**config.mk**
```make
export PLATFORM = sky130hd
export DESIGN_NAME = mc_control_fsm
export DESIGN_NICKNAME = d
export VERILOG_FILES = /design/src/rtl/mc_control_fsm.sv
export SDC_FILE = /design/constraint.sdc
export NUM_CORES = 1
export LEC_CHECK = 0
export CELL_PAD_IN_SITES_DETAIL_PLACEMENT = 0
export CELL_PAD_IN_SITES_GLOBAL_PLACEMENT = 1
export CORE_ASPECT_RATIO = 0.7
export CORE_MARGIN = 2
export CORE_UTILIZATION = 24
export CTS_CLUSTER_SIZE = 24
export DETAILED_ROUTE_END_ITERATION = 8
export PLACE_DENSITY_LB_ADDON = 0.15
export SLEW_MARGIN = 40
export SYNTH_ARGS = -nofsm -noshare
export SYNTH_HDL_FRONTEND = slang
export SYNTH_SLANG_ARGS = --single-unit
```
**constraint.sdc**
```tcl
create_clock -name clk -period 1.6 [get_ports clk]
set_clock_uncertainty 0.2 [all_clocks]
set_input_delay 0.24 -clock clk [delete_from_list [all_inputs] [get_ports clk]]
set_output_delay 0.24 -clock clk [all_outputs]
set_load 0.01 [all_outputs]
```
**src/rtl/mc_control_fsm.sv**
```systemverilog
// Multi-cycle Moore control FSM for the shared single-memory/single-ALU datapath.
// Optional feature macro: CTRL_ILLEGAL_TRAP_EN (unknown opcodes trap instead of acting as a NOP).
module mc_control_fsm #(
    parameter int              OPW      = 6,
    parameter int              ALUC_W   = 3,
    parameter logic [OPW-1:0]  OP_RTYPE = 6'h00,
    parameter logic [OPW-1:0]  OP_LW    = 6'h23,
    parameter logic [OPW-1:0]  OP_SW    = 6'h2B,
    parameter logic [OPW-1:0]  OP_BEQ   = 6'h04,
    parameter logic [OPW-1:0]  OP_ADDI  = 6'h08,
    parameter logic [OPW-1:0]  OP_J     = 6'h02
) (
    input  logic              clk,
    input  logic              rst_n,
    input  logic [OPW-1:0]    Opcode,
    input  logic              mem_ready,
    output logic              BR_En,
    output logic [ALUC_W-1:0] AluC,
    output logic              EnW,
    output logic              EnR,
    output logic              Mux1,
    output logic              regDest,
    output logic              AluSRC,
    output logic              Branch,
    output logic              PCWrite,
    output logic              IRWrite,
    output logic              IorD,
    output logic [1:0]        PCSrc,
    output logic              instr_done,
    output logic [3:0]        state_o,
    output logic              illegal
);

    localparam logic [ALUC_W-1:0] ALU_FUNCT = ALUC_W'(3'b000);
    localparam logic [ALUC_W-1:0] ALU_ADD   = ALUC_W'(3'b001);
    localparam logic [ALUC_W-1:0] ALU_SUB   = ALUC_W'(3'b010);

    typedef enum logic [3:0] {
        IDLE     = 4'd0,
        FETCH    = 4'd1,
        DECODE   = 4'd2,
        R_EXEC   = 4'd3,
        R_WB     = 4'd4,
        MEM_ADDR = 4'd5,
        MEM_RD   = 4'd6,
        MEM_WB   = 4'd7,
        MEM_WR   = 4'd8,
        BR_EXEC  = 4'd9,
        I_EXEC   = 4'd10,
        I_WB     = 4'd11,
        JUMP     = 4'd12,
        TRAP     = 4'd13
    } state_t;

    state_t state_r;
    state_t state_next_s;
    state_t bad_op_s;

    // Destination for an opcode the decoder does not recognise.
    always_comb begin
`ifdef CTRL_ILLEGAL_TRAP_EN
        bad_op_s = TRAP;
`else
        bad_op_s = FETCH;
`endif
    end

    // State register; reset aborts any instruction in flight.
    always_ff @(posedge clk or negedge rst_n) begin
        if (!rst_n) begin
            state_r <= IDLE;
        end else begin
            state_r <= state_next_s;
        end
    end

    // Next-state and Moore output decode (FETCH/MEM_* outputs qualified by mem_ready).
    always_comb begin
        state_next_s = state_r;
        BR_En        = 1'b0;
        AluC         = ALU_FUNCT;
        EnW          = 1'b0;
        EnR          = 1'b0;
        Mux1         = 1'b0;
        regDest      = 1'b0;
        AluSRC       = 1'b0;
        Branch       = 1'b0;
        PCWrite      = 1'b0;
        IRWrite      = 1'b0;
        IorD         = 1'b0;
        PCSrc        = 2'b00;
        instr_done   = 1'b0;
        illegal      = 1'b0;
        case (state_r)
            IDLE: begin
                state_next_s = FETCH;
            end
            FETCH: begin
                EnR  = 1'b1;
                AluC = ALU_ADD;
                if (mem_ready) begin
                    IRWrite      = 1'b1;
                    PCWrite      = 1'b1;
                    state_next_s = DECODE;
                end else begin
                    state_next_s = FETCH;
                end
            end
            DECODE: begin
                AluC = ALU_ADD;
                if (Opcode == OP_RTYPE) begin
                    state_next_s = R_EXEC;
                end else if ((Opcode == OP_LW) || (Opcode == OP_SW)) begin
                    state_next_s = MEM_ADDR;
                end else if (Opcode == OP_BEQ) begin
                    state_next_s = BR_EXEC;
                end else if (Opcode == OP_ADDI) begin
                    state_next_s = I_EXEC;
                end else if (Opcode == OP_J) begin
                    state_next_s = JUMP;
                end else begin
                    state_next_s = bad_op_s;
                end
            end
            R_EXEC: begin
                state_next_s = R_WB;
            end
            R_WB: begin
                BR_En        = 1'b1;
                regDest      = 1'b1;
                instr_done   = 1'b1;
                state_next_s = FETCH;
            end
            MEM_ADDR: begin
                AluC   = ALU_ADD;
                AluSRC = 1'b1;
                if (Opcode == OP_LW) begin
                    state_next_s = MEM_RD;
                end else if (Opcode == OP_SW) begin
                    state_next_s = MEM_WR;
                end else begin
                    state_next_s = bad_op_s;
                end
            end
            MEM_RD: begin
                EnR  = 1'b1;
                IorD = 1'b1;
                if (mem_ready) begin
                    state_next_s = MEM_WB;
                end else begin
                    state_next_s = MEM_RD;
                end
            end
            MEM_WB: begin
                BR_En        = 1'b1;
                Mux1         = 1'b1;
                instr_done   = 1'b1;
                state_next_s = FETCH;
            end
            MEM_WR: begin
                EnW  = 1'b1;
                IorD = 1'b1;
                if (mem_ready) begin
                    instr_done   = 1'b1;
                    state_next_s = FETCH;
                end else begin
                    state_next_s = MEM_WR;
                end
            end
            BR_EXEC: begin
                AluC         = ALU_SUB;
                Branch       = 1'b1;
                PCSrc        = 2'b01;
                instr_done   = 1'b1;
                state_next_s = FETCH;
            end
            I_EXEC: begin
                AluC         = ALU_ADD;
                AluSRC       = 1'b1;
                state_next_s = I_WB;
            end
            I_WB: begin
                BR_En        = 1'b1;
                instr_done   = 1'b1;
                state_next_s = FETCH;
            end
            JUMP: begin
                PCWrite      = 1'b1;
                PCSrc        = 2'b10;
                instr_done   = 1'b1;
                state_next_s = FETCH;
            end
`ifdef CTRL_ILLEGAL_TRAP_EN
            TRAP: begin
                illegal      = 1'b1;
                state_next_s = TRAP;
            end
`endif
            default: begin
                state_next_s = FETCH;
            end
        endcase
    end

    assign state_o = state_r;

endmodule

```
==> results of run 1 <==
-- cells in the mapped netlist --
| master | count |
|---|---|
| nor2_1 | 13 |
| a21oi_1 | 8 |
| buf_4 | 5 |
| nand2_1 | 5 |
| nand2b_1 | 5 |
| nor3_1 | 5 |
| buf_2 | 4 |
| dfrtp_1 | 4 |
| o21ai_0 | 3 |
| o22ai_1 | 3 |
| a211oi_1 | 2 |
| inv_1 | 2 |
| nand3b_1 | 2 |
| o211ai_1 | 2 |
| o31ai_1 | 2 |
| or3_1 | 2 |
| a31oi_1 | 1 |
| and2b_1 | 1 |
| conb_1 | 1 |
| nand3_1 | 1 |
| nor3b_1 | 1 |
| nor4_1 | 1 |
| nor4b_2 | 1 |
| o21bai_1 | 1 |
| o41a_1 | 1 |
| or2_1 | 1 |
| or2_2 | 1 |
| xnor2_1 | 1 |
| xor2_1 | 1 |
-- per-stage QoR --
stage | utilization (%) | hold slack (ns) | instances
3_5_place_dp | 48.9 | 0.270 | 160
2_1_floorplan | - | -0.256 | 81
4_1_cts | 50.8 | 0.00854 | 169
6_report | 58.1 | 0.0184 | 172
5_1_grt | 58.1 | 0.0227 | 172
3_3_place_gp | 48.9 | 0.271 | 160
-- critical path, cell delays in order, from the launching register on --
cell     delay (ns)
dfrtp_1        0.42
buf_6          0.17
nand2_1        0.13
nor3_4         0.05
or2_1          0.22
buf_2          0.14
-- layout make-up --
class	instances	share of cell area, %
Timing Repair Buffer	64	45.1
Multi-Input combinational cell	66	40.4
Sequential cell	4	8.36
Tap cell	32	3.22
Clock buffer	4	2.11
Inverter	2	0.806
-- repair_timing --
action | in CTS | in global routing
hold buffers | 0 | 0
endpoints found under the setup margin | 21 | 20
gates resized for setup | 77 | 40
setup buffers | 5 | 3
pin swaps | 2 | 6
-- how the worst max path moves through the flow --
| stage | from | to | slack (ns) |
|---|---|---|---|
| floorplan | state_o[1] | PCWrite | -0.02 |
| global placement | mem_ready | PCWrite | -0.48 |
| detailed placement | mem_ready | PCWrite | -0.47 |
| CTS | state_o[2] | BR_En | -0.22 |
| global route | state_o[3] | PCWrite | -0.26 |
| finish | state_o[2] | PCWrite | -0.20 |
-- logic make-up (layout without fill, tap and decap cells) --
family	count (synthesis)	count (layout)	synth area share, %
XOR/XNOR	2	2	3.27
AND/OR/NAND/NOR	39	39	38.3
AO/OA/AOI/OAI	23	23	26.9
flip-flops	4	4	18.7
buffers and inverters	11	70	12.2
other	1	2	0.700
-- power by group --
| group | internal, mW | switching, mW |
|---|---|---|
| Sequential | 0.146 | 0.0634 |
| Combinational | 0.886 | 0.758 |
| Clock | 0.0944 | 0.0530 |
-- metal layers --
| metal | vias up | share of wire [%] |
|---|---|---|
| met5 | - | 0 |
| met4 | 0 | 0.57 |
| met3 | 2 | 5.0 |
| met2 | 23 | 45 |
| met1 | 379 | 50 |
| li1 | 402 | - |
-- layout by cell type (no fill, tap or decap), types with 3 or more instances in the layout --
cell type	instances
nor3_4	3
nand2b_4	3
clkdlybuf4s50_1	5
buf_2	12
nor2_4	3
nor2_1	10
clkbuf_4	3
buf_6	18
buf_4	22
nand2_1	4
a21oi_1	7
dfrtp_2	3
dlymetal6s2s_1	4
==> flow_metrics.py, run 1 <==
metrics = {
    "outcome": {
        "status": "finished with violations",
        "violations": "negative setup slack",
    },
    "global_routing": {
        "grt_pass1_vias": 723,
        "use_met3_pct": 3.58,
        "grt_use_total_pct": 16.4,
        "top_usage_layer": "met1",
        "grt_overflow_total": 0,
        "antenna_found_initial": 0,
        "grt_pass1_wl_um": 3240,
        "grt_max_degree": 11,
        "grtUsageMet1_pct": 24.9,
        "use_met2_pct": 23.0,
    },
    "drt": {
        "dr.pass1.iters": 4,
        "vias": 806,
        "ant_nets": 0,
        "routed_wl_um": 2120,
        "wire_per_inst_um": 12.3,
        "avgViaCountPerCell": 4.69,
        "drtIter0Drc": 30,
        "drc": 0,
    },
    "setup_path": {
        "required_ns": 1.16,
        "cp_max_fo": 10,
        "r2r_end": "state_o[1]",
        "cp-end-kind": "primary output",
        "r2r_start": "state_o[0]",
        "critPathLaunchType": "flip-flop",
        "r2r_cells": 6,
        "critical_path_class": "reg -> out",
        "r2r_slack_ns": -0.08,
        "critical_path_arrival_ns": 1.36,
    },
    "die": {
        "dieArea_um2": 2630,
        "initial_core_util_pct": 25.1,
        "dieWidth_um": 60.5,
        "pin_count": 30,
        "rows": 14,
        "die_y_um": 43.5,
        "core_area_um2": 2140,
    },
    "pwr": {
        "powerDensity_nw_per_um2": 1610,
        "p_leak_nw": 0.596,
        "power.total_mw": 2.00,
        "max-vdd-ir-drop_mv": 0.687,
    },
    "clock_network": {
        "clkTransAtPathRegs_ns": 0.04,
        "cts.sinks": 4,
        "cts-buffers-inserted": 3,
        "cts_root_buf": "clkbuf_4",
        "clockBufferDepth": 2,
        "clock_latency_ns": 0.24,
        "h-tree-depth": 1,
        "tritoncts": "done",
    },
    "placed_design": {
        "postPlaceCellArea_um2": 1040,
        "portBuffers": 27,
        "routabilityCongestion": 0.819,
        "hpwl_um": 1490,
        "place_ws_ns": -0.475,
    },
    "finish": {
        "n_fill_cell": 196,
        "syn_to_final_growth_pct": 132,
        "antenna_cells": 0,
        "drive_gt1_share_pct": 55.7,
        "nets": 150,
        "fin_area_um2": 1240,
        "multi_input_area_um2": 502,
        "seq_area_um2": 104,
        "largest_reg_flops": 4,
    },
    "timing": {
        "drv_slew": 0,
        "period_share_pct": 113,
        "finalWorstSetupSlack_ns": -0.203,
        "max_freq_mhz": 554,
        "finalSetupTns_ns": -1.75,
        "layout_min_cycle_time_ns": 1.80,
        "hold_violations": 0,
        "rsz0062_at_grt": "true",
        "setup_viol": 16,
    },
    "logic_synthesis": {
        "syn_avg_cell_area_um2": 6.69,
        "ys_seq_area_share_pct": 18.7,
        "syn_inst": 80,
        "yosys-top-cells-area": "dfrtp_1 (19%), nor2_1 (9.1%), a21oi_1 (7.5%), buf_4 (7.0%), nand2b_1 (5.8%)",
        "netlist_area_um2": 536,
        "yosys.area.top_type": "dfrtp_1",
        "synth_cell_types": 29,
        "synth_top_area_share_pct": 18.7,
        "ys_warn_count": 0,
        "synth-seq-cells": 4,
    },
    "flow_run": {
        "drv_cap": 0,
    },
    "hold_path": {
        "hold_path.class": "in -> async",
    },
}
Power figures use the tool's default switching activity.
==> run 2: changes to the inputs <==
CORE_MARGIN = unset   (was 2)
==> flow_metrics.py, run 2 (synthesized netlist as in run 1, its figures left out) <==
metrics = {
    "finish": {
        "largest_reg_flops": 4,
        "fin_area_um2": 1250,
        "antenna_cells": 0,
        "final_cell_mix": "buf_6 (21), buf_4 (19), buf_2 (11)",
        "nets": 150,
        "final_common_cell": "buf_6",
        "fin_cells": 170,
        "drive_gt1_share_pct": 59.3,
        "syn_to_final_growth_pct": 134,
    },
    "timing": {
        "layout_min_cycle_time_ns": 1.81,
        "setup_viol": 16,
        "drv_slew": 0,
        "finalSetupTns_ns": -1.73,
        "max_freq_mhz": 553,
        "finalWorstSetupSlack_ns": -0.209,
        "period_share_pct": 113,
        "hold_violations": 0,
        "rsz0062_at_grt": "true",
    },
    "global_routing": {
        "use_met3_pct": 1.87,
        "grt_use_total_pct": 18.6,
        "grt_max_degree": 10,
        "use_met2_pct": 29.0,
        "top_usage_layer": "met2",
        "grtUsageMet1_pct": 26.8,
        "grt_pass1_vias": 745,
        "grt_pass1_wl_um": 3480,
        "grt_overflow_total": 0,
        "antenna_found_initial": 0,
    },
    "pwr": {
        "p_switching_mw": 0.829,
        "p_leak_nw": 0.577,
        "max-vdd-ir-drop_mv": 0.438,
        "switching_share_pct": 44.5,
        "p_int_mw": 1.03,
        "combPwrFrac_pct": 80.3,
        "power.total_mw": 1.86,
        "pwr-share-clk_pct": 7.3,
        "powerDensity_nw_per_um2": 1490,
        "power_frac_seq_pct": 12.4,
    },
    "placed_design": {
        "postPlaceCellArea_um2": 1040,
        "portBuffers": 27,
        "routabilityCongestion": 0.907,
        "dp.cells": 158,
        "hpwl_um": 1480,
    },
    "clock_network": {
        "clkTransAtPathRegs_ns": 0.04,
        "cts-buffers-inserted": 3,
        "cts.sinks": 4,
        "h-tree-depth": 1,
        "clock_latency_ns": 0.24,
        "cts_root_buf": "clkbuf_4",
        "clockBufferDepth": 2,
        "tritoncts": "done",
    },
    "setup_path": {
        "critical_path_arrival_ns": 1.37,
        "cp-end-kind": "primary output",
        "critical_path_class": "reg -> out",
        "cp_max_fo": 5,
        "critPathLaunchType": "flip-flop",
        "required_ns": 1.16,
    },
    "drt": {
        "ant_nets": 0,
        "drc": 0,
        "wire_per_inst_um": 13.0,
        "avgViaCountPerCell": 4.75,
        "vias": 807,
        "dr.pass1.iters": 4,
        "drtIter0Drc": 28,
        "routed_wl_um": 2210,
    },
    "flow_run": {
        "drv_cap": 0,
    },
    "die": {
        "rows": 13,
        "dieArea_um2": 2430,
        "core_area_um2": 1970,
        "pin_count": 30,
        "dieWidth_um": 58.5,
        "initial_core_util_pct": 27.2,
        "die_y_um": 41.5,
    },
    "outcome": {
        "violations": "negative setup slack",
        "status": "finished with violations",
    },
    "hold_path": {
        "hold_path.class": "in -> reg",
    },
}
-- run 2: cell count changes in the layout (fill, tap and decap cells not counted), sizes merged --
| cell | change |
|---|---|
| buf | -2 |
| dlygate4sd2 | +2 |
| dlygate4sd3 | +1 |
| dlymetal6s2s | -1 |
-- run 2: layout make-up --
cell class	instances	area, um2
clock buffer	4	26.3
fill	176	717
inverter	2	7.51
multi-input combinational	66	508
sequential	4	105
tap	30	37.5
timing repair buffer	64	567
-- run 2: worst max-delay path, stage by stage, from the launching register on --
cell and delay (ns):
dfrtp_2 0.45, nand2b_4 0.21, a21oi_1 0.07, or2_2 0.28, buf_6 0.12
-- run 2: metrics by stage --
| stage | hold slack [ns] | setup slack [ns] | utilization, % |
|---|---|---|---|
| 3_5_place_dp | 0.248 | -0.495 | 53.0 |
| 2_1_floorplan | -0.256 | -0.0151 | - |
| 4_1_cts | 0.511 | -0.209 | 55.4 |
| 6_report | 0.220 | -0.209 | 63.6 |
| 3_3_place_gp | 0.243 | -0.480 | 53.0 |
| 5_1_grt | 0.242 | -0.269 | 63.6 |
-- run 2: power by group through the flow --
stage / registers [mW] / clock network [mW] / logic, mW
3_3_place_gp: 0.219 / 0 / 1.23
3_5_place_dp: 0.221 / 0 / 1.23
2_1_floorplan: 0.221 / 0 / 0.582
5_1_grt: 0.238 / 0.154 / 1.61
4_1_cts: 0.222 / 0.139 / 1.26
6_report: 0.231 / 0.136 / 1.50
-- run 2: path summary, 6_finish.rpt --
kind / cells after the start / slack, ns / end / from
worst max-delay path: 4 / -0.21 / BR_En / state_o[3]
worst min-delay path: 4 / 0.22 / state_o[3] / Opcode[5]
worst max register to register: 6 / -0.13 / state_o[0] / state_o[2]
worst min register to register: 2 / 0.51 / state_o[1] / state_o[2]
max in group asynchronous: 2 / 0.46 / state_o[2] / rst_n
min in group asynchronous: 2 / 0.56 / state_o[1] / rst_n
-- run 2: metal layers --
metal	routed length [um]	part of all wire, %
met1	1020	46
met3	97	4.4
met4	0	0
met5	0	0
met2	1090	49
-- run 2: repair_timing --
item                                    CTS  global route
endpoints found under the hold margin     2             0
hold buffers                              1             0
endpoints found under the setup margin   22            19
resized for setup                        80            37
setup buffers                             3             5
pin swaps                                 6            13
